[src/rtl/writeback_arbiter.sv]
// Writeback arbiter: round-robin accept of ALU/LSU results into a small FIFO,
// drained one register-file write per cycle, with a pending-destination mask.
module writeback_arbiter #(
    parameter int FIFO_DEPTH = 4,
    parameter int DATA_W     = 64,
    parameter int REG_W      = 5
) (
    input  logic                          clk,
    input  logic                          reset,
    input  logic                          alu_valid,
    output logic                          alu_ready,
    input  logic [REG_W-1:0]              alu_rd,
    input  logic [DATA_W-1:0]             alu_data,
    input  logic                          lsu_valid,
    output logic                          lsu_ready,
    input  logic [REG_W-1:0]              lsu_rd,
    input  logic [DATA_W-1:0]             lsu_data,
    input  logic                          wb_hold,
    output logic                          wrt_high_enable,
    output logic [REG_W-1:0]              destn_reg,
    output logic [DATA_W-1:0]             destn_data,
    output logic [31:0]                   pending_mask,
    output logic [$clog2(FIFO_DEPTH):0]   fifo_count
);

    // Handshake: a source transfers on a cycle where its valid and ready are
    // both high; ready may look at valid, valid never looks at ready.

    localparam int PW = $clog2(FIFO_DEPTH);
    localparam int CW = PW + 1;
    localparam logic [CW-1:0] DEPTH_C = CW'(FIFO_DEPTH);

    logic [REG_W-1:0]  entry_rd   [FIFO_DEPTH];
    logic [DATA_W-1:0] entry_data [FIFO_DEPTH];

    logic [PW-1:0]     rd_ptr;
    logic [PW-1:0]     wr_ptr;
    logic              rr_alu;
    logic              empty;
    logic              pop;
    logic              space;
    logic              alu_fire;
    logic              lsu_fire;
    logic              grant;
    logic              push;
    logic [REG_W-1:0]  push_rd;
    logic [DATA_W-1:0] push_data;
    logic [PW-1:0]     slot;

    assign empty           = (fifo_count == '0);
    assign pop             = !empty && !wb_hold;
    assign wrt_high_enable = pop;
    assign destn_reg       = empty ? '0 : entry_rd[rd_ptr];
    assign destn_data      = empty ? '0 : entry_data[rd_ptr];

    // A pop frees the head slot at the same edge, so a full FIFO can still accept.
    assign space     = (fifo_count != DEPTH_C) || pop;
    assign alu_ready = !reset && space && (!lsu_valid || rr_alu);
    assign lsu_ready = !reset && space && (!alu_valid || !rr_alu);
    assign alu_fire  = alu_valid && alu_ready;
    assign lsu_fire  = lsu_valid && lsu_ready;
    assign grant     = alu_fire || lsu_fire;
    assign push_rd   = alu_fire ? alu_rd : lsu_rd;
    assign push_data = alu_fire ? alu_data : lsu_data;
    // Writes to x0 complete the handshake but never occupy a slot.
    assign push      = grant && (push_rd != '0);

    always_ff @(posedge clk or posedge reset) begin
        if (reset) begin
            rd_ptr     <= '0;
            wr_ptr     <= '0;
            fifo_count <= '0;
            rr_alu     <= 1'b1;
        end else begin
            if (push)
                wr_ptr <= wr_ptr + 1'b1;
            if (pop)
                rd_ptr <= rd_ptr + 1'b1;
            case ({push, pop})
                2'b10:   fifo_count <= fifo_count + 1'b1;
                2'b01:   fifo_count <= fifo_count - 1'b1;
                default: fifo_count <= fifo_count;
            endcase
            if (grant)
                rr_alu <= lsu_fire;
        end
    end

    always_ff @(posedge clk) begin
        if (push) begin
            entry_rd[wr_ptr]   <= push_rd;
            entry_data[wr_ptr] <= push_data;
        end
    end

    // Only the fifo_count slots starting at the head hold live entries.
    always_comb begin
        pending_mask = '0;
        slot         = '0;
        for (int i = 0; i < FIFO_DEPTH; i++) begin
            slot = rd_ptr + PW'(i);
            if (CW'(i) < fifo_count)
                pending_mask[entry_rd[slot]] = 1'b1;
        end
    end

endmodule
[config.mk]
export PLATFORM = sky130hd
export DESIGN_NAME = writeback_arbiter
export DESIGN_NICKNAME = d
export VERILOG_FILES = /design/src/rtl/writeback_arbiter.sv
export SDC_FILE = /design/constraint.sdc
export NUM_CORES = 1
export LEC_CHECK = 0
export ABC_CLOCK_PERIOD_IN_PS = 3350
export BUFFER_PORTS_ARGS = -buffer_cell sky130_fd_sc_hd__buf_2
export CAP_MARGIN = 10
export CORE_MARGIN = 2
export CORE_UTILIZATION = 51
export DETAILED_ROUTE_END_ITERATION = 8
export GPL_ROUTABILITY_DRIVEN = 0
export GPL_TIMING_DRIVEN = 1
export PLACE_DENSITY = 0.77
export SYNTH_ARGS = -nofsm -noshare
export SYNTH_HDL_FRONTEND = slang
export SYNTH_SLANG_ARGS = --single-unit
[constraint.sdc]
create_clock -name clk -period 3.35 [get_ports clk]
set_input_delay 0.1675 -clock clk [delete_from_list [all_inputs] [get_ports clk]]
set_output_delay 0.1675 -clock clk [all_outputs]
set_load 0.02 [all_outputs]
### Yosys cells after proc, flatten, opt, wreduce, memory -nomap -nowiden

Memories as Yosys holds them, arrays and structs flattened.
Index checks and enable logic that the tools add are counted.

| storage, ports and cells | value |
|---|---|
| RAM bits | 276 |
| memories kept | 2 |
| bits in registers | 8 |

| operators by class | value |
|---|---|
| equal/unequal tests | 3 |
| bitwise gates (word level) | 3 |
| order comparisons | 12 |
| reductions and logical operators | 24 |
| multiplexer cells | 19 |
| add/subtract/negate cells | 6 |

Memory list:

| memory | depth | width | read ports | clocked after Yosys merged registers in | write ports | line | RTL |
|---|---|---|---|---|---|---|---|
| entry_data | 4 | 64 | 1 | 0 | 1 | 34 | `logic [DATA_W-1:0] entry_data [FIFO_DEPTH];` |
| entry_rd | 4 | 5 | 4 | 0 | 1 | 33 | `logic [REG_W-1:0] entry_rd [FIFO_DEPTH];` |

Operator list:

| operator | number |
|---|---|
| two-way mux 32 bit | 4 |
| two-way mux 64 bit | 2 |
| OR 32 bit | 3 |
| less-than comparator 5 x 6 -> 1 bit (second input constant) | 4 |
| demux 1 bit (select 5 bit) | 4 |
| greater-or-equal comparator 5 x 1 -> 1 bit (second input constant) | 4 |
| logical AND 1 bit | 11 |
| two-way mux 5 bit | 2 |
| zero test 1 bit | 6 |
| less-than comparator 1 x 3 -> 1 bit (first input constant) | 2 |
| less-than comparator 2 x 3 -> 1 bit (first input constant) | 2 |
| two-way mux 1 bit | 6 |
| case mux 3 bit (2 select lines) | 1 |
| nonzero test 5 bit | 1 |
| adder 2 x 1 -> 2 bit (second input constant) | 2 |
| adder 2 bit (second input constant) | 2 |
| logical OR 1 bit | 4 |
| adder 3 x 1 -> 3 bit (second input constant) | 1 |
| zero test 3 bit | 1 |
| inequality test 3 bit (second input constant) | 1 |
| subtractor 3 x 1 -> 3 bit (second input constant) | 1 |
| == test 2 x 1 -> 1 bit (second input constant) | 1 |
| == test 2 bit (second input constant) | 1 |
| nonzero test 2 bit | 1 |

### Logic depth before layout (Yosys ltp)

| logic depth | value |
|---|---|
| word-level depth | 12 |
| gate-level depth with buffers | 9 |
| gate-level depth less buffers | 9 |

### Worst setup path before layout

No wires, ideal clock.

| path | value |
|---|---|
| kind | reg2reg |
| start | reg fifo_count[0] |
| end | mem entry_data[2][0] (enable) |
| cell stages (with the launch flop) | 6 |
| buffers on the path | 0 |
| library setup time | 435 ps |
| setup slack | -307 ps |
| period minus slack after synthesis | 3657 ps |
| arrival | 3222 ps |
| path through | dfrtp_1 inv_1 ha_1 a31oi_1 a21boi_1 and2_1 |

| on the way | value |
|---|---|
| longest elaborated chain between the ends | 12 |
| elaborated cells on any way between the ends | 16 |

Ends and longest elaborated chain:

| item | line | RTL |
|---|---|---|
| from (decl) | 23 | `output logic [$clog2(FIFO_DEPTH):0] fifo_count` |
| from (signal assigned) | 80 | `2'b10: fifo_count <= fifo_count + 1'b1;` |
| from (signal assigned) | 81 | `2'b01: fifo_count <= fifo_count - 1'b1;` |
| from (signal assigned) | 82 | `default: fifo_count <= fifo_count;` |
| zero test 3 bit | 50 | `assign empty = (fifo_count == '0);` |
| zero test 1 bit | 51 | `assign pop = !empty && !wb_hold;` |
| logical AND 1 bit | 51 |  |
| logical OR 1 bit * | 57 | `assign space = (fifo_count != DEPTH_C) \|\| pop;` |
| logical AND 1 bit * | 58, 59 |  |
| logical AND 1 bit | 58 | `assign alu_ready = !reset && space && (!lsu_valid \|\| rr_alu);` |
| logical AND 1 bit | 60 | `assign alu_fire = alu_valid && alu_ready;` |
| two-way mux 5 bit | 63 | `assign push_rd = alu_fire ? alu_rd : lsu_rd;` |
| nonzero test 5 bit | 66 | `assign push = grant && (push_rd != '0);` |
| logical AND 1 bit * | 66 |  |
| two-way mux 1 bit * | 90 | `if (push) begin` |
| two-way mux 1 bit (not written as such) * | 92 | `entry_data[wr_ptr] <= push_data;` |
| to (decl) | 34 |  |

Every way passes the cells marked *; elsewhere a longest branch is shown, timed or not.

### Worst setup path in the final report

| path | value |
|---|---|
| start | reg rd_ptr[0] |
| end | out pending_mask[9] |

| on the way | value |
|---|---|
| longest elaborated chain between the ends | 12 |
| elaborated cells on any way between the ends | 31 |

Ends and longest elaborated chain:

| item | line | RTL |
|---|---|---|
| from (decl) | 36 | `logic [PW-1:0] rd_ptr;` |
| from (signal assigned) | 78 | `rd_ptr <= rd_ptr + 1'b1;` |
| adder 2 x 1 -> 2 bit / memory (4 x 5 bit) (equally long branches) | n/a |  |
| memory (4 x 5 bit) * | n/a |  |
| less-than comparator 5 x 6 -> 1 bit (not written as such), or another cell as far along | 103 | `pending_mask[entry_rd[slot]] = 1'b1;` |
| logical AND 1 bit (not written as such) / two-way mux 1 bit (equally long branches) | 103 |  |
| two-way mux 1 bit (not written as such) / demux 1 bit (select 5 bit) (equally long branches) | 103 |  |
| demux 1 bit (select 5 bit) / two-way mux 32 bit (equally long branches) | 103, 102 |  |
| OR 32 bit (no line) | n/a |  |
| two-way mux 32 bit | 102 | `if (CW'(i) < fifo_count)` |
| OR 32 bit (no line) | n/a |  |
| two-way mux 32 bit | 102 |  |
| OR 32 bit (no line) | n/a |  |
| two-way mux 32 bit * | 102 |  |
| to (decl) | 22 | `output logic [31:0] pending_mask,` |

Marked as above.

==> out/qor.csv <==
metric,value,unit
dr_total_vias,8883,
regToRegEndpoint,entry_data[0][13]$_DFFE_PP_,
max_slew_margin,46.8,%
hold_ws,7.34,ps
clk_latency,530,ps
grt_max_degree,70,
synth_area_per_cell,17.2,um^2
finalCritPeriodShare,94.3,%
drive_gt1_share,43.9,%
final_cells,1470,
vias_per_cell,6.04,
met3_usage,5.11,%
powerDensity,888,nW/um^2
grt.busiest_layer,met2,
startpoint,rd_ptr[0]$_DFFE_PP0P_,
coreArea,26100,um^2
slew_violations,0,
routed_wl,33900,um
die_x,167,um
total_power,15.0,mW
required,3180,ps
crit_path_max_incr_delay,690,ps
die_area,27900,um^2
synth.distinct_cells,46,
drv_cap,0,
clock.fmax,316,MHz
clkTransAtPathRegs,60,ps
grt_util_met1,31.5,%
fin_area,16900,um^2
tightestPinTransition,796,ps
start_util,52.0,%
rows,59,
syn_nets,940,
post_dp_cell_area,15200,um^2
cp-start-kind,register,
ys_seq_area_share,62.7,%
place_ws,448,ps
drt_iter0_markers,1078,
dr.pass1.iters,7,
leakagePower,6.17,nW
r2r_cells,7,
rsz0062_at_grt,false,
criticalPathCategory,reg2out,
synth.most_common_cell,edfxtp_1,
area_growth,24.9,%
worstPathArrival,2990,ps
portBuffers,249,
worstPathMaxFanout,18,
grt_antenna_before_repair,9,
synth.area.top_cells,"edfxtp_1 (61%), mux4_2 (14%), mux2_2 (5.9%)",
clock_sinks,284,
yosysWarnings,0,
place_inst,1340,
yosys.area.top_type,edfxtp_1,
synth.top_cell.area_share,61.2,%
setup_slack,189,ps
nets,1259,
r2r_slack,240,ps
synth_common_cells,"edfxtp_1 (276), mux4_2 (84), nor2b_1 (83)",
grt_overflow,0,
setup_viol,0,
h-tree-depth,1,
grt_pass1_vias,9234,
final.setup.tns,0,ps
postSynthCellCount,789,
use_met2,41.1,%
fin_crit,3160,ps
hold_violations,0,
clock-root-buffer,clkbuf_16,
critPathCapture,pending_mask[9],
hold_path.class,in2reg,
die_y,167,um
cts_tree,built,
grt_usage,24.0,%
worstPathCellList,"mux4_2, nor4b_2, a22oi_1, o211ai_1, buf_2",
outcome,completed,
io_pins,250,
fin_skew,7.48,ps
synthFlopType,edfxtp_1,
async_flop_share,2.82,%
cts_buffers,28,
final_core_util,64.9,%
cts.path.max_buffers,3,
ant_nets,0,
crit_path_top_delay_cell,mux4_2,
grt_pass1_wl,52500,um
min_path_cells,2,
synth_area,13500,um^2
synth_edf_count,276,
place_hpwl,21100,um
peakVddDrop,0.000760,V
worst_setup_path_end_kind,output port,
reg2reg_from,fifo_count[1]$_DFFE_PP0P_,
wire_per_inst,23.0,um
ys_ff_latch,284,
drc,0,
what timing repair did:
item,4_1_cts,5_1_grt
endpoints found under the setup margin,0,126
hold buffers,71,0
setup buffers,0,2
gates resized for setup,0,2
hold endpoints to repair,147,0
sequential cells by signal, indices dropped and copies added (netlist names):
signal,cells
fifo_count,3
rd_ptr,2
entry_rd,20
wr_ptr,2
rr_alu,1
entry_data,256
cell usage in the layout, fill, tap and decap left out, types with 9 or more instances in the layout:
| cell type | netlist | final |
|---|---|---|
| dlygate4sd3_1 | 0 | 71 |
| a32oi_1 | 12 | 12 |
| edfxtp_1 | 276 | 276 |
| a22oi_1 | 30 | 30 |
| clkbuf_16 | 0 | 29 |
| buf_12 | 0 | 9 |
| nand3_1 | 24 | 23 |
| mux4_2 | 84 | 84 |
| nor2_1 | 12 | 12 |
| nand4_1 | 17 | 17 |
| mux2_2 | 71 | 71 |
| nand2_1 | 30 | 30 |
| buf_2 | 15 | 249 |
| nor2b_1 | 83 | 81 |
| inv_1 | 9 | 9 |
kinds of logic (layout without fill, tap and decap cells):
kind of cell    count (synthesis)  after routing  share of synthesized area, %
other cells                     0              5                             0
xor+xnor                        6              6                         0.388
fa+ha+maj                       8              8                         0.739
mux                           162            162                          20.6
flops                         284            284                          62.7
compound gates                 56             56                          3.18
simple gates                  215            215                          10.3
buf+inv                        58            399                          2.11
layer usage:
layer	vias to the layer above	routed length, um
met1	4379	12800
met4	10	878
li1	3862	-
met5	-	66
met2	546	16900
met3	86	3200
critical path: cells and delay by family, from the launching register on:
kind | cells | cell delay (ps)
DFF | 1 | 630
and+or+nand+nor | 1 | 600
AOI/OAI and AO/OA | 2 | 330
muxes | 1 | 690
buffers and inverters | 1 | 200
area by class of cell:
class                           count  area, um^2
Antenna cell                        5        12.5
Timing Repair Buffer              338        2250
Clock inverter                     19         163
Clock buffer                       33         741
Fill cell                        1758        9140
Inverter                            9        33.8
Tap cell                          335         419
Multi-Input combinational cell    447        4800
Sequential cell                   284        8500
worst min path at each step:
stage                             from                          end
after floorplan                  reset    fifo_count[0]$_DFFE_PP0P_
after global placement           reset    fifo_count[2]$_DFFE_PP0P_
after detailed placement         reset    fifo_count[2]$_DFFE_PP0P_
after CTS                 alu_data[63]  entry_data[2][63]$_DFFE_PP_
after global routing      lsu_data[62]  entry_data[1][62]$_DFFE_PP_
final                     lsu_data[24]  entry_data[1][24]$_DFFE_PP_
where the power goes:
part           internal (mW)  total, mW  switching, mW  leakage, nW
Sequential              4.53       4.83          0.301         2.60
Combinational           2.83       7.15           4.31         3.13
Clock                   1.74       3.04           1.30        0.438
Total                   9.10       15.0           5.91         6.17
Power figures use the tool's default switching activity.
